`config.mk`:
```
export PLATFORM = sky130hd
export DESIGN_NAME = adder_slice_sequencer
export DESIGN_NICKNAME = d
export VERILOG_FILES = /design/src/rtl/adder_slice_sequencer.sv
export SDC_FILE = /design/constraint.sdc
export NUM_CORES = 1
export LEC_CHECK = 0
export ABC_CLOCK_PERIOD_IN_PS = 6550
export BUFFER_PORTS_ARGS = -buffer_cell sky130_fd_sc_hd__buf_2
export CORE_MARGIN = 5
export CORE_UTILIZATION = 45
export DETAILED_ROUTE_END_ITERATION = 10
export PLACE_DENSITY = 0.72
export SKIP_LAST_GASP = 1
export SYNTH_ARGS = -nofsm -noshare
export SYNTH_HDL_FRONTEND = slang
export SYNTH_SLANG_ARGS = --single-unit
```
`constraint.sdc`:
```
create_clock -name clk -period 6.55 [get_ports clk]
set_input_delay 0.3275 -clock clk [delete_from_list [all_inputs] [get_ports clk]]
set_output_delay 0.3275 -clock clk [all_outputs]
set_load 0.02 [all_outputs]
```
`src/rtl/adder_slice_sequencer.sv`:
```
// adder_slice_sequencer
//   Computes a WIDTH-bit add (or subtract) by walking one shared SLICE-bit
//   combinational adder across WIDTH/SLICE consecutive cycles, LSB slice
//   first. The carry between slices is held in a register. The result is
//   returned on a valid/ready response channel.
//
//   Optional feature macro: SUB_EN
//     defined   : op_sub selects A-B (B slices inverted, initial carry 1;
//                 c_out=1 means no borrow)
//     undefined : op_sub is ignored and the block always adds.
//
//   WIDTH must be an integer multiple of SLICE. WIDTH == SLICE is legal and
//   gives a single-cycle RUN phase.

module adder_slice_sequencer #(
    parameter int WIDTH = 64,
    parameter int SLICE = 32
) (
    input  logic             clk,
    input  logic             reset,
    input  logic             req_valid,
    output logic             req_ready,
    input  logic [WIDTH-1:0] a_in,
    input  logic [WIDTH-1:0] b_in,
    input  logic             op_sub,
    output logic [SLICE-1:0] add_a,
    output logic [SLICE-1:0] add_b,
    output logic             add_cin,
    input  logic [SLICE-1:0] add_sum,
    input  logic             add_cout,
    output logic             resp_valid,
    input  logic             resp_ready,
    output logic [WIDTH-1:0] sum,
    output logic             c_out,
    output logic             ovf
);

    localparam int N     = WIDTH / SLICE;
    localparam int IDX_W = (N > 1) ? $clog2(N) : 1;

    // One-slice-wide mask in the low bits of a WIDTH vector.
    localparam logic [WIDTH-1:0] SLICE_MASK = WIDTH'({SLICE{1'b1}});

    typedef enum logic [1:0] {
        IDLE = 2'd0,
        RUN  = 2'd1,
        DONE = 2'd2
    } state_t;

    state_t             state_q,      state_d;
    logic [IDX_W-1:0]   idx_q,        idx_d;
    logic               carry_q,      carry_d;
    logic [WIDTH-1:0]   a_q,          a_d;
    // b_q holds B exactly as fed to the adder (already inverted for subtract).
    logic [WIDTH-1:0]   b_q,          b_d;
    logic [WIDTH-1:0]   sum_q,        sum_d;
    logic               c_out_q,      c_out_d;
    logic               ovf_q,        ovf_d;
    logic               resp_valid_q, resp_valid_d;
    logic               req_ready_q,  req_ready_d;

    logic               sub_s;
    int                 base_s;

`ifdef SUB_EN
    assign sub_s = op_sub;
`else
    // Subtract support is not built; the port is kept for interface stability.
    logic unused_op_sub;
    assign unused_op_sub = op_sub;
    assign sub_s         = 1'b0;
`endif

    // Bit offset of the slice currently being processed.
    assign base_s = int'(idx_q) * SLICE;

    // Drive the shared adder only while running; keep its inputs quiet otherwise.
    always_comb begin
        add_a   = {SLICE{1'b0}};
        add_b   = {SLICE{1'b0}};
        add_cin = 1'b0;
        if (state_q == RUN) begin
            add_a   = SLICE'(a_q >> base_s);
            add_b   = SLICE'(b_q >> base_s);
            add_cin = carry_q;
        end else begin
            add_a   = {SLICE{1'b0}};
            add_b   = {SLICE{1'b0}};
            add_cin = 1'b0;
        end
    end

    // Next-state and next-output computation for the sequencer.
    always_comb begin
        state_d      = state_q;
        idx_d        = idx_q;
        carry_d      = carry_q;
        a_d          = a_q;
        b_d          = b_q;
        sum_d        = sum_q;
        c_out_d      = c_out_q;
        ovf_d        = ovf_q;
        resp_valid_d = resp_valid_q;
        req_ready_d  = req_ready_q;

        case (state_q)
            IDLE: begin
                if (req_valid) begin
                    a_d          = a_in;
                    b_d          = sub_s ? ~b_in : b_in;
                    carry_d      = sub_s;
                    idx_d        = IDX_W'(0);
                    sum_d        = WIDTH'(0);
                    c_out_d      = 1'b0;
                    ovf_d        = 1'b0;
                    req_ready_d  = 1'b0;
                    resp_valid_d = 1'b0;
                    state_d      = RUN;
                end else begin
                    req_ready_d  = 1'b1;
                    resp_valid_d = 1'b0;
                end
            end

            RUN: begin
                sum_d   = (sum_q & ~(SLICE_MASK << base_s))
                        | (WIDTH'(add_sum) << base_s);
                carry_d = add_cout;
                if (idx_q == IDX_W'(N - 1)) begin
                    c_out_d      = add_cout;
                    // Operand signs agree but the result sign differs.
                    ovf_d        = (a_q[WIDTH-1] == b_q[WIDTH-1])
                                && (add_sum[SLICE-1] != a_q[WIDTH-1]);
                    resp_valid_d = 1'b1;
                    state_d      = DONE;
                end else begin
                    idx_d = idx_q + IDX_W'(1);
                end
            end

            DONE: begin
                // The response cycle never doubles as an accept cycle.
                if (resp_ready) begin
                    resp_valid_d = 1'b0;
                    req_ready_d  = 1'b1;
                    state_d      = IDLE;
                end else begin
                    resp_valid_d = 1'b1;
                    req_ready_d  = 1'b0;
                end
            end

            default: begin
                state_d      = IDLE;
                idx_d        = IDX_W'(0);
                carry_d      = 1'b0;
                resp_valid_d = 1'b0;
                req_ready_d  = 1'b1;
            end
        endcase
    end

    // State and output registers; reset aborts any operation in flight.
    always_ff @(posedge clk or posedge reset) begin
        if (reset) begin
            state_q      <= IDLE;
            idx_q        <= IDX_W'(0);
            carry_q      <= 1'b0;
            a_q          <= WIDTH'(0);
            b_q          <= WIDTH'(0);
            sum_q        <= WIDTH'(0);
            c_out_q      <= 1'b0;
            ovf_q        <= 1'b0;
            resp_valid_q <= 1'b0;
            req_ready_q  <= 1'b1;
        end else begin
            state_q      <= state_d;
            idx_q        <= idx_d;
            carry_q      <= carry_d;
            a_q          <= a_d;
            b_q          <= b_d;
            sum_q        <= sum_d;
            c_out_q      <= c_out_d;
            ovf_q        <= ovf_d;
            resp_valid_q <= resp_valid_d;
            req_ready_q  <= req_ready_d;
        end
    end

    assign req_ready  = req_ready_q;
    assign resp_valid = resp_valid_q;
    assign sum        = sum_q;
    assign c_out      = c_out_q;
    assign ovf        = ovf_q;

endmodule

```
==> impl_summary.md, run 1 <==
Outcome
The run finished with clean final reports.

STA
In the finished design, the share of the clock period the worst path needs comes to 0.452. The remaining max-slew budget at the tightest pin is 0.292. Summed over all failing endpoints, the final setup total negative slack is 0 ns. Static timing analysis puts the maximum clock frequency at 0.338 GHz.

The final number of setup-violating endpoints is 0. The final max-slew violation count was 0. The clock period could shrink to 2.96 ns.

The worst clock skew is 0.0109 ns. Setup repair after global routing left no endpoint under its margin. The measured slew at the worst slew-check pin is 1.06 ns. The final worst-path setup slack is 3.59 ns. The count of endpoints failing hold in the final timing report is 0.

Finish
The final core utilization is 0.574. In the final layout, the share of cells above drive strength 1 is 0.463. Summing all multi-input logic gate instances after layout gives 3720 µm². The final layout contains 1180 nets. The count of filler cells inserted in the layout is 1730.

0 antenna diodes ended up in the layout. The register area is 5010 µm². The area added between synthesis and finish is 24.7%. The count of placed standard cells in the final layout, fillers left out is 1288.

Synthesis
In this run, distinct cell masters in the synthesized netlist total 31. The largest family of logic cells by synthesized area is multiplexers. The total nets after synthesis is 911. The proportion of netlist area held by the largest area contributor is 0.554. Of the total synthesized cell area, the portion taken by full adders, half adders and majority gates is 0.00557. The share of the Yosys chip area taken by registers is 0.557.

After synthesis, the share of flip-flops with an asynchronous set or reset is 1.00. The most used flip-flop cell after synthesis is sky130_fd_sc_hd__dfrtp_1. The netlist area before placement is 8980 µm².

Of the total synthesized cell area, the portion taken by XOR and XNOR cells is 0. The commonest cells after synthesis are sky130_fd_sc_hd__dfrtp_1 (199), sky130_fd_sc_hd__mux2_2 (130), sky130_fd_sc_hd__nand2_1 (86), sky130_fd_sc_hd__nand3_1 (84), sky130_fd_sc_hd__nor2b_1 (68). The dominant cell type by area after synthesis is sky130_fd_sc_hd__dfrtp_1.

The portion of netlist area occupied by mux cells is 0.239. The synthesized flop and latch total is 200. The compound-gate portion of the synthesized area came to 0.0297. The synthesized design contains 0 enable-type register cells. Ranked by total cell area, the synthesized netlist is headed by sky130_fd_sc_hd__dfrtp_1 (55%), sky130_fd_sc_hd__mux2_2 (16%), sky130_fd_sc_hd__mux2i_1 (7.1%). The most frequent cell after synthesis is sky130_fd_sc_hd__dfrtp_1. Of the total synthesized cell area, the portion taken by AND, OR, NAND and NOR gates is 0.139. The average cell area after synthesis is 12.1 µm².

After technology mapping, the gate count stands at 741. Yosys printed 0 warnings.

Worst setup path
The beginning of the worst register-to-register path is state_q[0]. The element type at the critical path start is a register. The signal on the critical path passes through buf_4, mux2i_1, nor2b_1, buf_2. The slowest cell on the critical path is sky130_fd_sc_hd__dfrtp_4. Data on the critical path is required at its endpoint by 6.22 ns. The worst setup path is captured at an output port. In this design, the stage delay of the slowest critical-path cell is 0.84 ns. The critical path is of the reg -> out type.

The data arrival time of the critical path is 2.63 ns. The worst-path maximum fanout is 38. The launch point of the worst path is idx_q.

Detailed routing
The violation count after the first detailed-routing iteration is 191. After detailed routing, the wire length on met1 is 9090 µm. The routed design uses 10600 µm of met2 wire. The post-route antenna net violation count is 0.

The via density per instance is 5.10. The uppermost layer routed is met5. The number of optimization iterations in the first detailed-route pass is 4. In the final routed layout, each cell accounts on average for 17.4 µm. After detailed routing, the number of remaining DRC violations is 0.

The final layout contains routed wiring with a total length of 22400 µm. Detailed routing placed a total of 2520 µm of wire on met3. Across all layers, the routed design uses 6571 vias.

Floorplan
The die area is 22900 µm². In this run the count of I/O pins placed on the die edge is 299. The die height is 151 µm. The horizontal die dimension is 151 µm. For this configuration, the core starts out at a cell density of 0.460. The number of core rows is 51. After floorplanning, the core was sized to cover 19500 µm².

GRT
Entering global routing, the biggest net connects 124 pins. The first global-routing pass estimated 35200 µm of wire. The total routing resource utilization after global routing is 0.195.

The number of global-route vias before repair is 6764. The total overflow reported by the global router is 0. The number of antenna violations at the first check in global routing is 5.

Power
Across the VDD grid, the largest voltage drop is 0.000246 V. The static leakage is 5.58 nW. The total power is 5.47 mW. In this run the power density over the cells is 488 nW/µm².

Placed design
The congestion estimate from routability-driven global placement came to 0.744. Prior to clock tree synthesis, the placed netlist has a worst setup slack of 3.71 ns. Input and output buffers added on the ports amount to 297. The post-placement cell count is 1256. The HPWL after detailed placement is 15400 µm.

Min path
The min-delay analysis places its worst path in the category in -> async.

CTS
The number of buffers between clock root and the deepest sink is 2. After clock tree synthesis, the clock-pin slew on the worst setup and hold paths is 0.07 ns. The tree is rooted in a sky130_fd_sc_hd__clkbuf_16. In this run the number of H-tree levels came out at 4.

In this run, CTS created clock tree buffers numbering 17. TritonCTS built the clock tree. The clock drives 200 sinks. The hold buffer count at CTS is 0. The number of gates resized after cts is 0. At the later pin of the worst-skew pair, clock insertion delay measures 0.43 ns. The buffer count from post-CTS setup fixing is 0.

Flow run
Max-cap violations in this run came to 0.
placed cells by master, fill, tap and decap left out:
master / Yosys / final
sky130_fd_sc_hd__inv_6: 0 / 2
sky130_fd_sc_hd__nor2b_1: 68 / 67
sky130_fd_sc_hd__ha_1: 4 / 3
sky130_fd_sc_hd__inv_8: 0 / 5
sky130_fd_sc_hd__mux2i_4: 1 / 1
sky130_fd_sc_hd__ha_2: 0 / 1
sky130_fd_sc_hd__dfrtp_4: 0 / 1
sky130_fd_sc_hd__clkinv_4: 0 / 2
sky130_fd_sc_hd__nor3b_1: 1 / 1
sky130_fd_sc_hd__o32a_1: 1 / 1
sky130_fd_sc_hd__a2111oi_0: 1 / 1
sky130_fd_sc_hd__nor2_1: 3 / 3
sky130_fd_sc_hd__buf_4: 1 / 6
sky130_fd_sc_hd__a22o_1: 22 / 22
sky130_fd_sc_hd__nand2_1: 86 / 85
sky130_fd_sc_hd__nor2b_4: 0 / 1
sky130_fd_sc_hd__clkinv_8: 0 / 2
sky130_fd_sc_hd__nand2_4: 0 / 1
sky130_fd_sc_hd__and3b_1: 1 / 1
sky130_fd_sc_hd__dfstp_2: 1 / 1
sky130_fd_sc_hd__or2_4: 1 / 1
sky130_fd_sc_hd__mux2_2: 130 / 130
sky130_fd_sc_hd__o31ai_1: 2 / 2
sky130_fd_sc_hd__mux2_4: 1 / 1
sky130_fd_sc_hd__nand4b_1: 1 / 1
sky130_fd_sc_hd__clkbuf_8: 0 / 2
sky130_fd_sc_hd__clkinvlp_4: 0 / 2
sky130_fd_sc_hd__nand3_1: 84 / 84
sky130_fd_sc_hd__buf_2: 30 / 297
sky130_fd_sc_hd__a21oi_1: 2 / 2
sky130_fd_sc_hd__mux2i_1: 64 / 64
sky130_fd_sc_hd__dfrtp_1: 199 / 198
sky130_fd_sc_hd__clkbuf_16: 0 / 17
sky130_fd_sc_hd__nor3_1: 1 / 1
sky130_fd_sc_hd__and2_1: 3 / 3
sky130_fd_sc_hd__clkinv_2: 0 / 1
sky130_fd_sc_hd__nand3b_1: 1 / 1
sky130_fd_sc_hd__inv_1: 4 / 3
sky130_fd_sc_hd__o21ai_0: 6 / 6
report_power, final:
part / internal, mW / switching [mW]
logic: 1.04 / 1.28
registers: 1.78 / 0.331
clock network: 0.527 / 0.512
total: 3.34 / 2.13
final cells by class:
cell class,count,share of cell area
tap,265,0.0296
sequential,200,0.447
clock buffer,19,0.0404
inverter,4,0.00201
clock inverter,13,0.0118
multi-input combinational,484,0.332
timing repair buffer,303,0.137
sequential cells by signal (all words and copies together), names as in the netlist, 2 cells and up:
name	count
a_q	64
b_q	64
sum	64
state_q	2
kinds of logic after synthesis:
family / Yosys count
compound gates: 34
flops: 200
buf+inv: 57
simple gates: 250
mux: 196
fa+ha+maj: 4
worst paths after layout:
path	to	cells past startpoint	slack [ns]
max in group asynchronous	idx_q	3	4.89
hold reg to reg	req_ready	2	0.47
setup reg to reg	b_q[21]	5	3.68
setup / recovery	add_b[4]	4	3.59
hold / removal	sum[32]	2	0.05
min in group clk	b_q[57]	2	0.12
stage by stage:
stage	area, µm²	hold WS (ns)
finish	11200	0.0454
global route	11200	0.0935
CTS	11200	0.100
detailed placement	10600	0.466
global placement	10600	0.457
floorplan	8980	0.460
layer usage:
layer / track usage / vias up
li1: - / 3102
met1: 0.244 / 3194
met2: 0.314 / 242
met3: 0.0886 / 23
met4: 0.0403 / 10
met5: 0 / -
worst max-delay path: cells and delay by family, from the launching register on:
family        cells  cell delay [ns]
flops             1             0.84
buf+inv           2             0.83
simple gates      1             0.09
mux               1             0.40
Power figures use the tool's default switching activity.
==> run 2: changes to the inputs <==
--- a/config.mk
+++ b/config.mk
@@ -5,12 +5,12 @@
 export SDC_FILE = /design/constraint.sdc
 export NUM_CORES = 1
 export LEC_CHECK = 0
-export ABC_CLOCK_PERIOD_IN_PS = 6550
+export ABC_CLOCK_PERIOD_IN_PS = 2530
 export BUFFER_PORTS_ARGS = -buffer_cell sky130_fd_sc_hd__buf_2
 export CORE_MARGIN = 5
 export CORE_UTILIZATION = 45
 export DETAILED_ROUTE_END_ITERATION = 10
-export PLACE_DENSITY = 0.72
+export PLACE_DENSITY = 0.75
 export SKIP_LAST_GASP = 1
 export SYNTH_ARGS = -nofsm -noshare
 export SYNTH_HDL_FRONTEND = slang
==> constraint.sdc (replaced) <==
create_clock -name clk -period 2.53 [get_ports clk]
set_input_delay 0.1265 -clock clk [delete_from_list [all_inputs] [get_ports clk]]
set_output_delay 0.1265 -clock clk [all_outputs]
set_load 0.02 [all_outputs]
==> impl_summary.md, run 2 (synthesized netlist as in run 1, its figures left out) <==
STA
The measured slew at the worst slew-check pin is 0.836 ns. The final number of setup-violating endpoints is 0. For the final database, setup skew stands at 0.0150 ns. The final max-slew violation count is 0. Hold timing on the final database bottoms out at a slack of 0.0135 ns. The maximum clock rate is 0.456 GHz. The clock period could shrink to 2.20 ns. Setup repair after global routing left no endpoint under its margin. In this run the tightest slew margin relative to its limit is 0.442. Dividing the final minimum period by the clock period gives 0.868. The count of endpoints failing hold in the final timing report was 0.

Detailed routing
The violation count after the first detailed-routing iteration is 314. The detail route stage leaves a number of antenna-violating nets equal to 0. The number of optimization iterations in the first detailed-route pass is 5. Wires add up to 26200 µm. For this run, design rule violations remaining after detail routing come to 0. The vias after detailed routing is 7448. The detailed router used layers up to and including met4.

The via density per instance is 5.09. After detailed routing, the wire length on met1 is 10100 µm. After detailed routing, the met3 layer carries 2070 µm of wire. The per-cell routed wire length is 17.9 µm. The detailed-routed wire length on met2 is 13200 µm.

Worst setup path
The element type at the critical path start is a register. The total buffers and inverters traversed by the critical path is 3. The data arrival time of the critical path is 2.07 ns.

The worst-path maximum fanout is 42. The slowest cell on the critical path is sky130_fd_sc_hd__dfrtp_1. The signal on the critical path passes through inv_1, ha_2, buf_4, nor2b_1, buf_2. Data on the critical path is required at its endpoint by 2.40 ns. Measured in cells, the most critical reg-to-reg path has a length of 5. The count of cell instances traversed by the critical path is 5.

For this run, the slowest stage of the critical path takes 0.40 ns. The family with the most delay on the worst path is buffers and inverters. STA classifies the critical path endpoint as an output port. The critical path class is reg -> out.

Min path
The worst hold path passes through 3 cells. The worst hold-check path type is in -> reg.

GRT
The number of antenna violations at the first check in global routing is 3. Entering global routing, the biggest net connects 77 pins. The total overflow reported by the global router is 0. In the global route stage, overall resource usage came out at 0.230. The wire length of the first global-routing pass is 41400 µm.

The number of global-route vias before repair is 7986.

Finish
The area added between synthesis and finish is 44.9%. The count of placed standard cells in the final layout, fillers left out is 1464. The multi-input combinational cells in the finished layout cover a total of 3720 µm². The most frequent standard cell in the layout excluding fill and tap cells is sky130_fd_sc_hd__buf_2. The number of nets in the finished design is 1353.

The top cell types in the final layout, fill and taps aside, are sky130_fd_sc_hd__buf_2 (297), sky130_fd_sc_hd__dfrtp_1 (198), sky130_fd_sc_hd__dlygate4sd3_1 (161). The sequential cells in the finished layout cover a total of 5010 µm². In the final layout, the share of cells above drive strength 1 is 0.406.

After filler insertion, the fill cell instance count of the layout stands at 1429.

Floorplan
The number of top-level pins is 299. The core region area is 19500 µm². The die area is 22900 µm². The starting density of the core is 0.460. The die height is 151 µm. In this run the core area contains 51 standard-cell rows. The horizontal die dimension is 151 µm.

Power
The total power is 14.7 mW. The power per standard cell area is 1130 nW/µm². The peak supply drop is 0.000634 V. For this design the static power due to leakage is 6.35 nW.

CTS
Counting every sink on the clock net gives 200. The tree is rooted in a sky130_fd_sc_hd__clkbuf_16. The later-pin clock latency in the skew report is 0.43 ns. The number of buffers between clock root and the deepest sink is 2.

TritonCTS built the clock tree. The buffer count from post-CTS setup fixing is 0. The clock transition time at the flip-flop clock pins of the worst setup and hold paths is 0.07 ns. Once the clock tree was built, the resizer swapped 0 gates to a different size.

The clock tree synthesis step divided the H-tree into 4 levels. The number of hold buffers added after CTS was 161. The number of CTS-inserted buffers is 17.

Flow run
Max-cap violations in this run came to 0.

Placed design
The final weighted congestion in routability-driven placement is 0.789. Once placement completed, the tool counted placed cells totaling 1268. Once detailed placement completed, the half-perimeter wirelength came to 16300 µm. During placement, the flow inserted port buffers numbering 297.

Outcome
The run finished with clean final reports.
[run 2: metrics by stage]
step                 util  setup TNS [ns]  setup slack (ns)  area (µm²)
floorplan               -          -36.62            -0.184        8980
global placement    0.553               0             0.492       10800
detailed placement  0.553               0             0.443       10800
CTS                 0.666               0             0.349       13000
global route        0.666               0             0.190       13000
finish              0.666               0             0.335       13000
[run 2: tightest hold or removal path, delay by kind of cell]
kind,cells,cell delay (ns)
AOI/OAI and AO/OA,1,0.07
buffers and inverters,1,0.09
and+or+nand+nor,1,0.10
[run 2: layer usage]
metal	up-vias	GRT usage
li1	3442	-
met5	-	0
met1	3667	0.276
met3	57	0.0566
met2	282	0.396
met4	0	0.0938
[run 2: layout make-up]
| cell class | count | share of cell area |
|---|---|---|
| clock inverters | 13 | 0.0114 |
| inverters | 4 | 0.00144 |
| diodes | 3 | 0.000577 |
| well taps | 265 | 0.0255 |
| flip-flops and latches | 200 | 0.385 |
| multi-input cells | 484 | 0.286 |
| clock buffers | 19 | 0.0340 |
| repair buffers | 476 | 0.256 |
[run 2: power breakdown]
group / total [mW] / leakage (nW) / switching [mW] / internal (mW)
sequential: 5.43 / 2.48 / 0.822 / 4.60
combinational: 6.60 / 3.59 / 3.63 / 2.98
clock: 2.71 / 0.289 / 1.35 / 1.36
total: 14.7 / 6.35 / 5.80 / 8.94
[run 2: final timing paths]
kind	endpoint	start	slack, ns
min	c_out	add_cout	0.01
max reg2reg	sum[43]	state_q[1]	0.43
max	add_a[27]	state_q[1]	0.33
max in group asynchronous	b_q[61]	reset	1.36
min reg2reg	req_ready	req_ready	0.48
min in group asynchronous	sum[7]	reset	0.28
==> run 3: changes to the inputs <==
--- a/config.mk
+++ b/config.mk
@@ -5,12 +5,12 @@
 export SDC_FILE = /design/constraint.sdc
 export NUM_CORES = 1
 export LEC_CHECK = 0
-export ABC_CLOCK_PERIOD_IN_PS = 2530
+export ABC_CLOCK_PERIOD_IN_PS = 2100
 export BUFFER_PORTS_ARGS = -buffer_cell sky130_fd_sc_hd__buf_2
 export CORE_MARGIN = 5
 export CORE_UTILIZATION = 45
 export DETAILED_ROUTE_END_ITERATION = 10
-export PLACE_DENSITY = 0.75
+export PLACE_DENSITY = 0.72
 export SKIP_LAST_GASP = 1
 export SYNTH_ARGS = -nofsm -noshare
 export SYNTH_HDL_FRONTEND = slang
==> constraint.sdc (replaced) <==
create_clock -name clk -period 2.1 [get_ports clk]
set_input_delay 0.105 -clock clk [delete_from_list [all_inputs] [get_ports clk]]
set_output_delay 0.105 -clock clk [all_outputs]
set_load 0.02 [all_outputs]
==> impl_summary.md, run 3 (synthesized netlist as in run 1, its figures left out) <==
STA
The final number of setup-violating endpoints is 0. The count of endpoints failing hold in the final timing report is 0. For the final database, setup skew stands at 0.0110 ns.

The final critical delay including setup and external delays is 1.95 ns. Headroom to the max-slew limit came out at 0.669. Of the available clock period, the critical path in the final layout requires 0.928. The final max-slew violation count is 0. For the pin with the worst max-slew slack, the measured transition is 0.485 ns. Setup repair after global routing left no endpoint under its margin. The maximum clock rate is 0.513 GHz.

The post-route worst hold slack is 0.0294 ns. The sum of negative setup slack is 0 ns.

GRT
The number of antenna violations at the first check in global routing is 1. The number of global-route vias before repair is 8039. For this run the aggregate overflow at the end of global routing stands at 0. The total routing resource utilization after global routing is 0.229. The first global-routing pass estimated 41400 µm of wire. Entering global routing, the biggest net connects 74 pins.

Worst setup path
The element type at the critical path start is a register. For this run, the slowest stage of the critical path takes 0.44 ns. Data on the critical path arrives at its endpoint at 2.26 ns. Of all nets on the critical path, the largest fanout is 37. The critical path class is reg -> reg. STA classifies the critical path endpoint as a register. Together, buffers and inverters on the worst path number 2. Data on the critical path is required at its endpoint by 2.41 ns.

Traced cell by cell, the critical path runs through inv_1, ha_1, nand2_4, buf_12, mux2_2. The family with the most delay on the worst path is flip-flops. The slowest cell on the critical path is sky130_fd_sc_hd__dfrtp_1.

Finish
The number of nets in the finished design is 1360. In the layout the commonest cells are sky130_fd_sc_hd__buf_2 (297), sky130_fd_sc_hd__dfrtp_1 (198), sky130_fd_sc_hd__dlygate4sd3_1 (162). The most frequent standard cell in the layout excluding fill and tap cells is sky130_fd_sc_hd__buf_2. Compared with the post-synthesis result, the final layout area differs by 45.2%. The area of all placed cells without fillers is 13000 µm². The total area of multi-input combinational cells is 3730 µm². The register area is 5010 µm². The filler cells instantiated in the layout total 1429. The share of final-layout standard cells stronger than drive strength 1 is 0.408.

CTS
The number of buffers between clock root and the deepest sink is 2. The later-pin clock latency in the skew report is 0.43 ns. The number of CTS-inserted buffers is 17.

The buffer count from post-CTS setup fixing is 0. TritonCTS built the clock tree. The H-tree was split into 4 levels. The tree is rooted in a sky130_fd_sc_hd__clkbuf_16. After clock tree synthesis, the clock-pin slew on the worst setup and hold paths is 0.08 ns. The clock drives 200 sinks.

Floorplan
The number of top-level pins is 299. The number of core rows is 51. The core region area is 19500 µm². The die area is 22900 µm². The horizontal die dimension is 151 µm. The die height is 151 µm.

The starting density of the core is 0.460.

Detailed routing
After the first detailed-routing iteration, the DRC count stood at 326. The routed length on met1 is 10000 µm. After detailed routing, the average wire length per cell comes to 17.7 µm. The vias after detailed routing is 7430.

The detailed-routed wire length on met2 is 13100 µm. The total length of routed met3 wires is 2040 µm. In this run the remaining antenna-violating nets after routing total 0. Routed signal wires occupy layers up through met4. The detailed-route wire length is 25900 µm. After detailed routing, the number of vias per cell comes to 5.06. The first detailed-routing pass took 4 iterations.

In the routed design, unresolved DRC markers number 0.

Power
The power per standard cell area is 1350 nW/µm². The peak supply drop is 0.000815 V. In this run the static leakage power is 6.36 nW.

Min path
The min-delay analysis places its worst path in the category in -> reg.

Flow run
Max-cap violations in this run came to 0.

Outcome
The run finished with clean final reports.

Placed design
Summed over all nets, the half-perimeter wirelength after detailed placement is 16700 µm. In this run the cell area measured after placement is 10900 µm². The final weighted congestion in routability-driven placement is 0.762. The number of buffers inserted by port buffering is 297.
-- run 3: changes by cell type in the layout (fill, tap and decap cells not counted) --
cell                            previous run  this run
sky130_fd_sc_hd__buf_12                    8         9
sky130_fd_sc_hd__buf_4                    10        15
sky130_fd_sc_hd__clkbuf_1                  1         0
sky130_fd_sc_hd__clkbuf_8                  1         0
sky130_fd_sc_hd__clkinv_2                  0         1
sky130_fd_sc_hd__clkinv_4                  1         3
sky130_fd_sc_hd__clkinv_8                  4         1
sky130_fd_sc_hd__clkinvlp_4                1         4
sky130_fd_sc_hd__diode_2                   3         1
sky130_fd_sc_hd__dlygate4sd3_1           161       162
sky130_fd_sc_hd__ha_2                      1         0
sky130_fd_sc_hd__ha_4                      0         1
sky130_fd_sc_hd__inv_6                     6         3
-- run 3: final cells by class --
| class | instances | area share |
|---|---|---|
| Sequential cell | 200 | 0.384 |
| Multi-Input combinational cell | 484 | 0.286 |
| Timing Repair Buffer | 483 | 0.261 |
| Clock buffer | 17 | 0.0326 |
| Tap cell | 265 | 0.0254 |
| Clock inverter | 13 | 0.00912 |
| Inverter | 4 | 0.00144 |
| Antenna cell | 1 | 0.000192 |
-- run 3: final timing paths --
path | startpoint | slack (ns) | cells after the start | endpoint
worst max-delay path | state_q[0] | 0.15 | 5 | a_q[27]
worst min-delay path | resp_ready | 0.03 | 3 | req_ready
worst max register to register | state_q[0] | 0.15 | 5 | a_q[27]
worst min register to register | req_ready | 0.47 | 2 | req_ready
max in group asynchronous | reset | 1.12 | 4 | b_q[30]
min in group asynchronous | reset | 0.25 | 3 | sum[36]
-- run 3: report_power, final --
group	switching [mW]	total (mW)	internal [mW]
sequential	0.976	6.52	5.55
combinational	4.33	8.00	3.67
clock	1.53	3.08	1.55
-- run 3: layer usage --
metal	global-route usage	up-vias
met5	0	-
met4	0.0843	0
met3	0.0646	60
met2	0.395	295
met1	0.274	3614
li1	-	3461
-- run 3: worst min-delay path, stage by stage --
cell and delay (ns):
sky130_fd_sc_hd__buf_2 0.08, sky130_fd_sc_hd__a2111oi_0 0.10, sky130_fd_sc_hd__a21oi_1 0.12
-- run 3: stage by stage --
step	power, mW	util	std cells	worst slack, ns
finish	17.6	0.668	1467	0.150
global route	18.7	0.668	1467	0.0352
CTS	17.6	0.668	1467	0.0605
detailed placement	14.3	0.556	1275	0.205
global placement	14.0	0.556	1275	0.240
floorplan	11.9	-	741	-0.593
-- run 3: repair_timing --
| item | in CTS | in global routing |
|---|---|---|
| pin swaps | 0 | 0 |
| endpoints found under the hold margin | 204 | 0 |
| endpoints found under the setup margin | 13 | 5 |
| hold buffers | 162 | 0 |
| gates resized for setup | 4 | 0 |
